**src/rtl/imem_arbiter.sv**
```systemverilog
// imem_arbiter
//   Two-requester read arbiter in front of a single-port instruction memory
//   with combinational read data. The fetch port (f_*) and the debug/loader
//   port (d_*) share the memory. Grants are combinational. Read data is
//   registered into the granted port's rdata on the closing clock edge, and
//   that port's rvalid pulses for the following cycle (one-cycle latency).
//
//   Build option:
//     IMEM_ARB_RR_EN  defined   : simultaneous requests alternate (round-robin),
//                                 favouring the port not granted most recently.
//                     undefined : simultaneous requests always go to fetch.
//
//   Ports:
//     clk, rst_n            clock (rising edge), asynchronous active-low reset
//     f_req, f_addr         fetch read request and byte address
//     f_gnt                 fetch request accepted this cycle (combinational)
//     f_rvalid, f_rdata     fetch read response (registered)
//     d_req ... d_rdata     debug/loader port, same roles as the fetch port
//     mem_ce, mem_addr      memory enable and byte address (combinational)
//     mem_inst              memory combinational read data
module imem_arbiter #(
  parameter int unsigned ADDR_W = 32
) (
  input  logic              clk,
  input  logic              rst_n,
  input  logic              f_req,
  input  logic [ADDR_W-1:0] f_addr,
  output logic              f_gnt,
  output logic              f_rvalid,
  output logic [31:0]       f_rdata,
  input  logic              d_req,
  input  logic [ADDR_W-1:0] d_addr,
  output logic              d_gnt,
  output logic              d_rvalid,
  output logic [31:0]       d_rdata,
  output logic              mem_ce,
  output logic [ADDR_W-1:0] mem_addr,
  input  logic [31:0]       mem_inst
);

  typedef enum logic {
    LAST_F = 1'b0,
    LAST_D = 1'b1
  } last_e;

  last_e       r_last;
  logic        r_f_rvalid;
  logic        r_d_rvalid;
  logic [31:0] r_f_rdata;
  logic [31:0] r_d_rdata;

  logic        w_fetch_wins;
  logic        w_f_gnt;
  logic        w_d_gnt;

  // Conflict resolution. In the fixed-priority build the last-grant record
  // is still kept and referenced, but the OR with 1 makes fetch always win.
`ifdef IMEM_ARB_RR_EN
  assign w_fetch_wins = (r_last == LAST_D);
`else
  assign w_fetch_wins = (r_last == LAST_D) || 1'b1;
`endif

  always_comb begin
    w_f_gnt = 1'b0;
    w_d_gnt = 1'b0;
    if (f_req && d_req) begin
      w_f_gnt = w_fetch_wins;
      w_d_gnt = !w_fetch_wins;
    end else begin
      w_f_gnt = f_req;
      w_d_gnt = d_req;
    end
  end

  // Memory address mux; zero when idle. Low bits pass through untouched.
  always_comb begin
    mem_ce   = 1'b0;
    mem_addr = '0;
    if (w_f_gnt) begin
      mem_ce   = 1'b1;
      mem_addr = f_addr;
    end else if (w_d_gnt) begin
      mem_ce   = 1'b1;
      mem_addr = d_addr;
    end
  end

  always_ff @(posedge clk or negedge rst_n) begin
    if (!rst_n) begin
      r_last     <= LAST_D;
      r_f_rvalid <= 1'b0;
      r_d_rvalid <= 1'b0;
      r_f_rdata  <= '0;
      r_d_rdata  <= '0;
    end else begin
      r_f_rvalid <= w_f_gnt;
      r_d_rvalid <= w_d_gnt;
      if (w_f_gnt) begin
        r_f_rdata <= mem_inst;
      end
      if (w_d_gnt) begin
        r_d_rdata <= mem_inst;
      end
      if (w_f_gnt) begin
        r_last <= LAST_F;
      end else if (w_d_gnt) begin
        r_last <= LAST_D;
      end
    end
  end

  assign f_gnt    = w_f_gnt;
  assign d_gnt    = w_d_gnt;
  assign f_rvalid = r_f_rvalid;
  assign d_rvalid = r_d_rvalid;
  assign f_rdata  = r_f_rdata;
  assign d_rdata  = r_d_rdata;

endmodule

```
**config.mk**
```make
export PLATFORM = sky130hd
export DESIGN_NAME = imem_arbiter
export DESIGN_NICKNAME = d
export VERILOG_FILES = /design/src/rtl/imem_arbiter.sv
export SDC_FILE = /design/constraint.sdc
export NUM_CORES = 1
export LEC_CHECK = 0
export ABC_AREA = 1
export BUFFER_PORTS_ARGS = -buffer_cell sky130_fd_sc_hd__buf_2
export CORE_MARGIN = 1
export CORE_UTILIZATION = 38
export DETAILED_ROUTE_END_ITERATION = 12
export GPL_TIMING_DRIVEN = 0
export HOLD_SLACK_MARGIN = 0.15
export PLACE_DENSITY = 0.77
export SLEW_MARGIN = 30
export SYNTH_ARGS = -nofsm -noshare
export SYNTH_HDL_FRONTEND = slang
export SYNTH_SLANG_ARGS = --single-unit
```
**constraint.sdc**
```tcl
create_clock -name clk -period 0.8 [get_ports clk]
set_input_delay 0.12 -clock clk [delete_from_list [all_inputs] [get_ports clk]]
set_output_delay 0.12 -clock clk [all_outputs]
set_load 0.02 [all_outputs]
```
---- Word-level counts from Yosys, hierarchy flattened ----
Index checks and enable logic that the tools add are counted.
operators by class
  multiplexer cells ....................... 6
  reductions and logical operators ........ 1
operators with widths
  cell                 number
  $mux W32             2
  $mux W1              4
  $logic_and A1 B1 Y1  1
storage, ports and cells
  register bits after elaboration ......... 66
  bits of input ports ..................... 100

---- Depth between registers and ports, before layout ----
  depth in word-level cells ............... 4
  mapped depth ............................ 5
  depth with buffers taken out ............ 4

---- Least setup slack after synthesis ----
No wires, ideal clock.
  kind .................................... in2out
  start point ............................. input port f_req
  end point ............................... output port mem_addr[13]
  arrival time ............................ 0.750 ns
  data required time ...................... 0.680 ns
  path slack .............................. -0.070 ns
  stages .................................. 5
  buffers on the path ..................... 2
  cell sequence ........................... inv_2 -> buf_4 -> buf_2 -> nand3_1 -> nand2_1
between the ends
  cells in the longest elaborated chain, start to end .. 4
  elaborated cells between the ends (all ways) .. 5
ends and longest elaborated chain
  element              line  RTL
  start: declaration   26    input logic f_req,
  $logic_and A1 B1 Y1  67    if (f_req && d_req) begin
  $mux W1              67
  $mux W32             83    end else if (w_d_gnt) begin
  $mux W32 (*)         80    if (w_f_gnt) begin
  end: declaration     37    output logic [ADDR_W-1:0] mem_addr,
Every way passes the cells marked *; elsewhere a longest branch is shown, timed or not.

---- Worst setup path after layout ----
  start point ............................. register r_f_rdata[25], in the netlist f_rdata[25]
  end point ............................... output port f_rdata[25]
RTL lines
  element                   line  RTL
  start: declaration        49    logic [31:0] r_f_rdata;
  start signal: assignment  100   r_f_rdata <= mem_inst;
  end: declaration          30    output logic [31:0] f_rdata,
No word-level cell between the ends.

==> results by stage <==
GRT:
- The total global routing track utilization is between 30% and 40%.
- The aggregate global routing overflow is 0.
- The number of antenna violations at the first check in global routing came to 0.
- The largest net degree at the start of global routing is 47.
- The first global-routing pass estimated ~23 mm of wire.
- The number of global-route vias before repair is approximately 4,500.

Drt:
- The total number of vias is around 4,500.
- The first detailed-routing pass ran for 5 iterations.
- The average detailed-routed wire length per instance is around 23 µm.
- The via count normalized by instance count is 5.66.
- Once detail routing completed, the nets flagged for antenna violations numbered 0.
- In the routed design, unresolved DRC markers number 0.
- The total detailed-routing wirelength is about 18 mm.
- The DRC violation total after the first TritonRoute iteration is 312.

Floorplanning:
- The die extent in x is about 90 µm.
- The full die area is around 0.008 mm².
- The initial utilization of the core area, before any placement, comes to between 40% and 50%.
- The top-level port count is between 200 and 250.
- The floorplan has 31 rows.
- The total area inside the core boundary comes to roughly 0.0074 mm².
- The die is roughly 90 µm tall.

Place:
- Once detailed placement completed, the half-perimeter wirelength came to around 7.3 mm.
- During placement, the flow inserted port buffers numbering 200.
- The number of placed instances, taps included, is between 600 and 700.
- The congestion estimate from routability-driven global placement came to just under 0.9.

STA:
- In the finished design, the share of the clock period the worst path needs comes to 133%.
- The number of failing hold endpoints at the final stage is 0.
- The upper clock frequency limit is 939 MHz.
- The shortest clock period the worst path allows after layout is about 1.1 ns.
- The transition at the pin with the smallest max-transition slack is about 0.6 ns.
- The total setup violations reported at the end of the flow is 118.
- Setup repair after global routing could not meet its margin everywhere.
- The worst relative slew slack is 59.9%.
- Across the routed clock network, the largest skew measured is 0 ns.
- The final worst-path setup slack is -0.265 ns.
- The max-slew violation count is 0.

Logic synthesis:
- The number of nets produced by synthesis is 486.
- The distinct cell type count of the synthesized netlist is 10.
- The synthesized area divided by synthesized cell count is slightly below 8 µm².
- The biggest area contributor in the post-synthesis netlist is dfrtp_1.
- Synthesis produced a little under 400 cells.
- The most repeated cell in the gate-level netlist after synthesis is nand2_1.
- Ranked by instance count, the synthesized netlist is headed by nand2_1 (224), dfrtp_1 (66), nand3_1 (64).
- Synthesis inferred 66 register bits.
- The number of enable-type register cells in the synthesized netlist is 0.
- The cell area that synthesis handed to floorplanning was around 0.0030 mm².
- By area the synthesized netlist is led by dfrtp_1 (56%), nand2_1 (28%), nand3_1 (11%), buf_2 (3.5%), clkbuf_1 (0.76%).
- The number of warnings reported in the yosys synthesis log is 0.
- The area fraction of the dominant cell type after synthesis is 55.6%.
- The most used flip-flop cell after synthesis is dfrtp_1.
- The async set-or-reset flop fraction in the synthesized netlist is between 90% and 100%.
- Sequential cells were found to cover a little under three fifths of the synthesized design area.

CTS:
- The H-tree generated during clock tree synthesis spans 3 levels.
- The clock-pin slew of the registers on the worst-case setup and hold paths is ~0.09 ns.
- The cell chosen for the clock root is clkbuf_8.
- The clock reaches the later pin of the worst-skew pair after 0.35 ns.
- The clock passes through at most 2 buffers.
- Counting the buffers created by CTS gives 9.
- TritonCTS built the clock tree.
- The number of clock sinks is 66.

Setup path:
- The critical path is of the flip-flop to output port type.
- Traced cell by cell, the critical path runs through buf_6.
- The critical path depth is 1.
- Measured in cells, the most critical reg-to-reg path has a length of 3.
- Data on the critical path is required at its endpoint by about 0.68 ns.
- The worst endpoint data arrival time is approximately 0.94 ns.
- The gate family responsible for the most delay along the worst path is flip-flops.
- The worst stage delay on the critical path is approximately 0.43 ns.
- The category of the worst setup path launch point is a flip-flop.
- STA classifies the critical path endpoint as an output port.
- The cell with the largest stage delay on the worst path is dfrtp_1.
- The top fanout value on the critical path is 2.
- The number of buffers and inverters on the critical path is 1.

Final layout:
- The layout net count is 797.
- From synthesis to final layout, the design area changed by 130%.
- Once layout is complete, the cells apart from fillers number 801.
- The number of diodes added for antenna fixing is 0.
- Of the cells placed in the final design, the portion with a size suffix greater than 1 is between 50% and 60%.

Pwr:
- The leakage component of the power is 3.67 nW.
- The power density of the placed cells is 1700 mW/mm².
- Across the VDD grid, the largest voltage drop is ~1500 µV.
- The total design power is between 0.01 and 0.015 W.

Run status:
- The run finished, with violations left.
- The checks that failed: negative setup slack.

Run:
- Max-cap violations in this run came to 0.

Hold path:
- The tightest min-delay check is of the primary input to async pin type.
flip-flops by register name, indices dropped and copies added, names as in the netlist:
name and flops:
f_rvalid 1, d_rvalid 1, f_rdata 32, d_rdata 32
area by class of cell:
class	count	area, µm²
sequential	66	1650
tap	99	124
timing repair buffer	304	2700
inverter	2	36.3
buffer	24	304
clock buffer	11	141
multi-input combinational	290	1770
clock inverter	5	85.1
fill	264	596
logic make-up after synthesis:
family                 after synthesis  share of synthesized area, %
and+or+nand+nor                    290                          39.5
buffers and inverters               30                          4.81
DFF                                 66                          55.6
metrics by stage:
stage          setup slack (ns)  TNS [ns]  utilization, %  hold slack [ns]  cell area, µm²
2_1_floorplan           0.00545         0               -           -0.176            3060
3_3_place_gp             -0.636    -65.65            56.4            0.336            4180
4_1_cts                  -0.238    -16.57            84.9           0.0774            6290
5_1_grt                  -0.280    -22.20            92.0            0.215            6810
6_report                 -0.265    -19.35            92.0            0.227            6810
3_5_place_dp             -0.406    -24.92            56.8           0.0271            4210
cell usage in the layout, fill, tap and decap left out, drive strengths merged:
cell type,synthesis,routed
nand3,64,64
dlygate4sd3,0,34
bufinv,0,2
clkinvlp,0,1
or2,1,1
buf,22,289
clkinv,0,1
clkbuf,6,16
nand2,225,225
dfrtp,66,66
inv,2,3
repair_timing:
action | in CTS | in global routing
endpoints found under the hold margin | 132 | 0
hold buffers | 34 | 0
setup buffers | 29 | 34
pin swaps | 21 | 19
setup endpoints to repair | 100 | 126
resized for setup | 346 | 62
gates cloned | 8 | 2
worst paths after layout:
| kind | from | endpoint | slack (ns) |
|---|---|---|---|
| max | f_rdata[25]$_DFFE_PN0P_ | f_rdata[25] | -0.26 |
| min | rst_n | f_rdata[29]$_DFFE_PN0P_ | 0.23 |
| max reg2reg | f_rdata[30]$_DFFE_PN0P_ | f_rdata[30]$_DFFE_PN0P_ | -0.11 |
| min reg2reg | f_rdata[8]$_DFFE_PN0P_ | f_rdata[8]$_DFFE_PN0P_ | 0.50 |
| max in group asynchronous | rst_n | f_rdata[23]$_DFFE_PN0P_ | 0.04 |
| min in group clk | d_req | d_rvalid$_DFF_PN0_ | 0.24 |
power breakdown:
group          switching (W)  internal (W)  total [W]
Combinational        0.00216       0.00210    0.00426
Sequential          0.000307       0.00369    0.00399
Clock                0.00146       0.00187    0.00333
Total                0.00393       0.00765     0.0116
per-layer routing:
layer  vias to the layer above  track usage [%]  wire length (µm)
met3                       169             9.43              1520
met4                         0             22.7              1830
met5                         -                0                 0
met2                       424             68.8              9320
met1                      2108             37.4              5540
li1                       1829                -                 -
(Power assumes the default switching activity.)
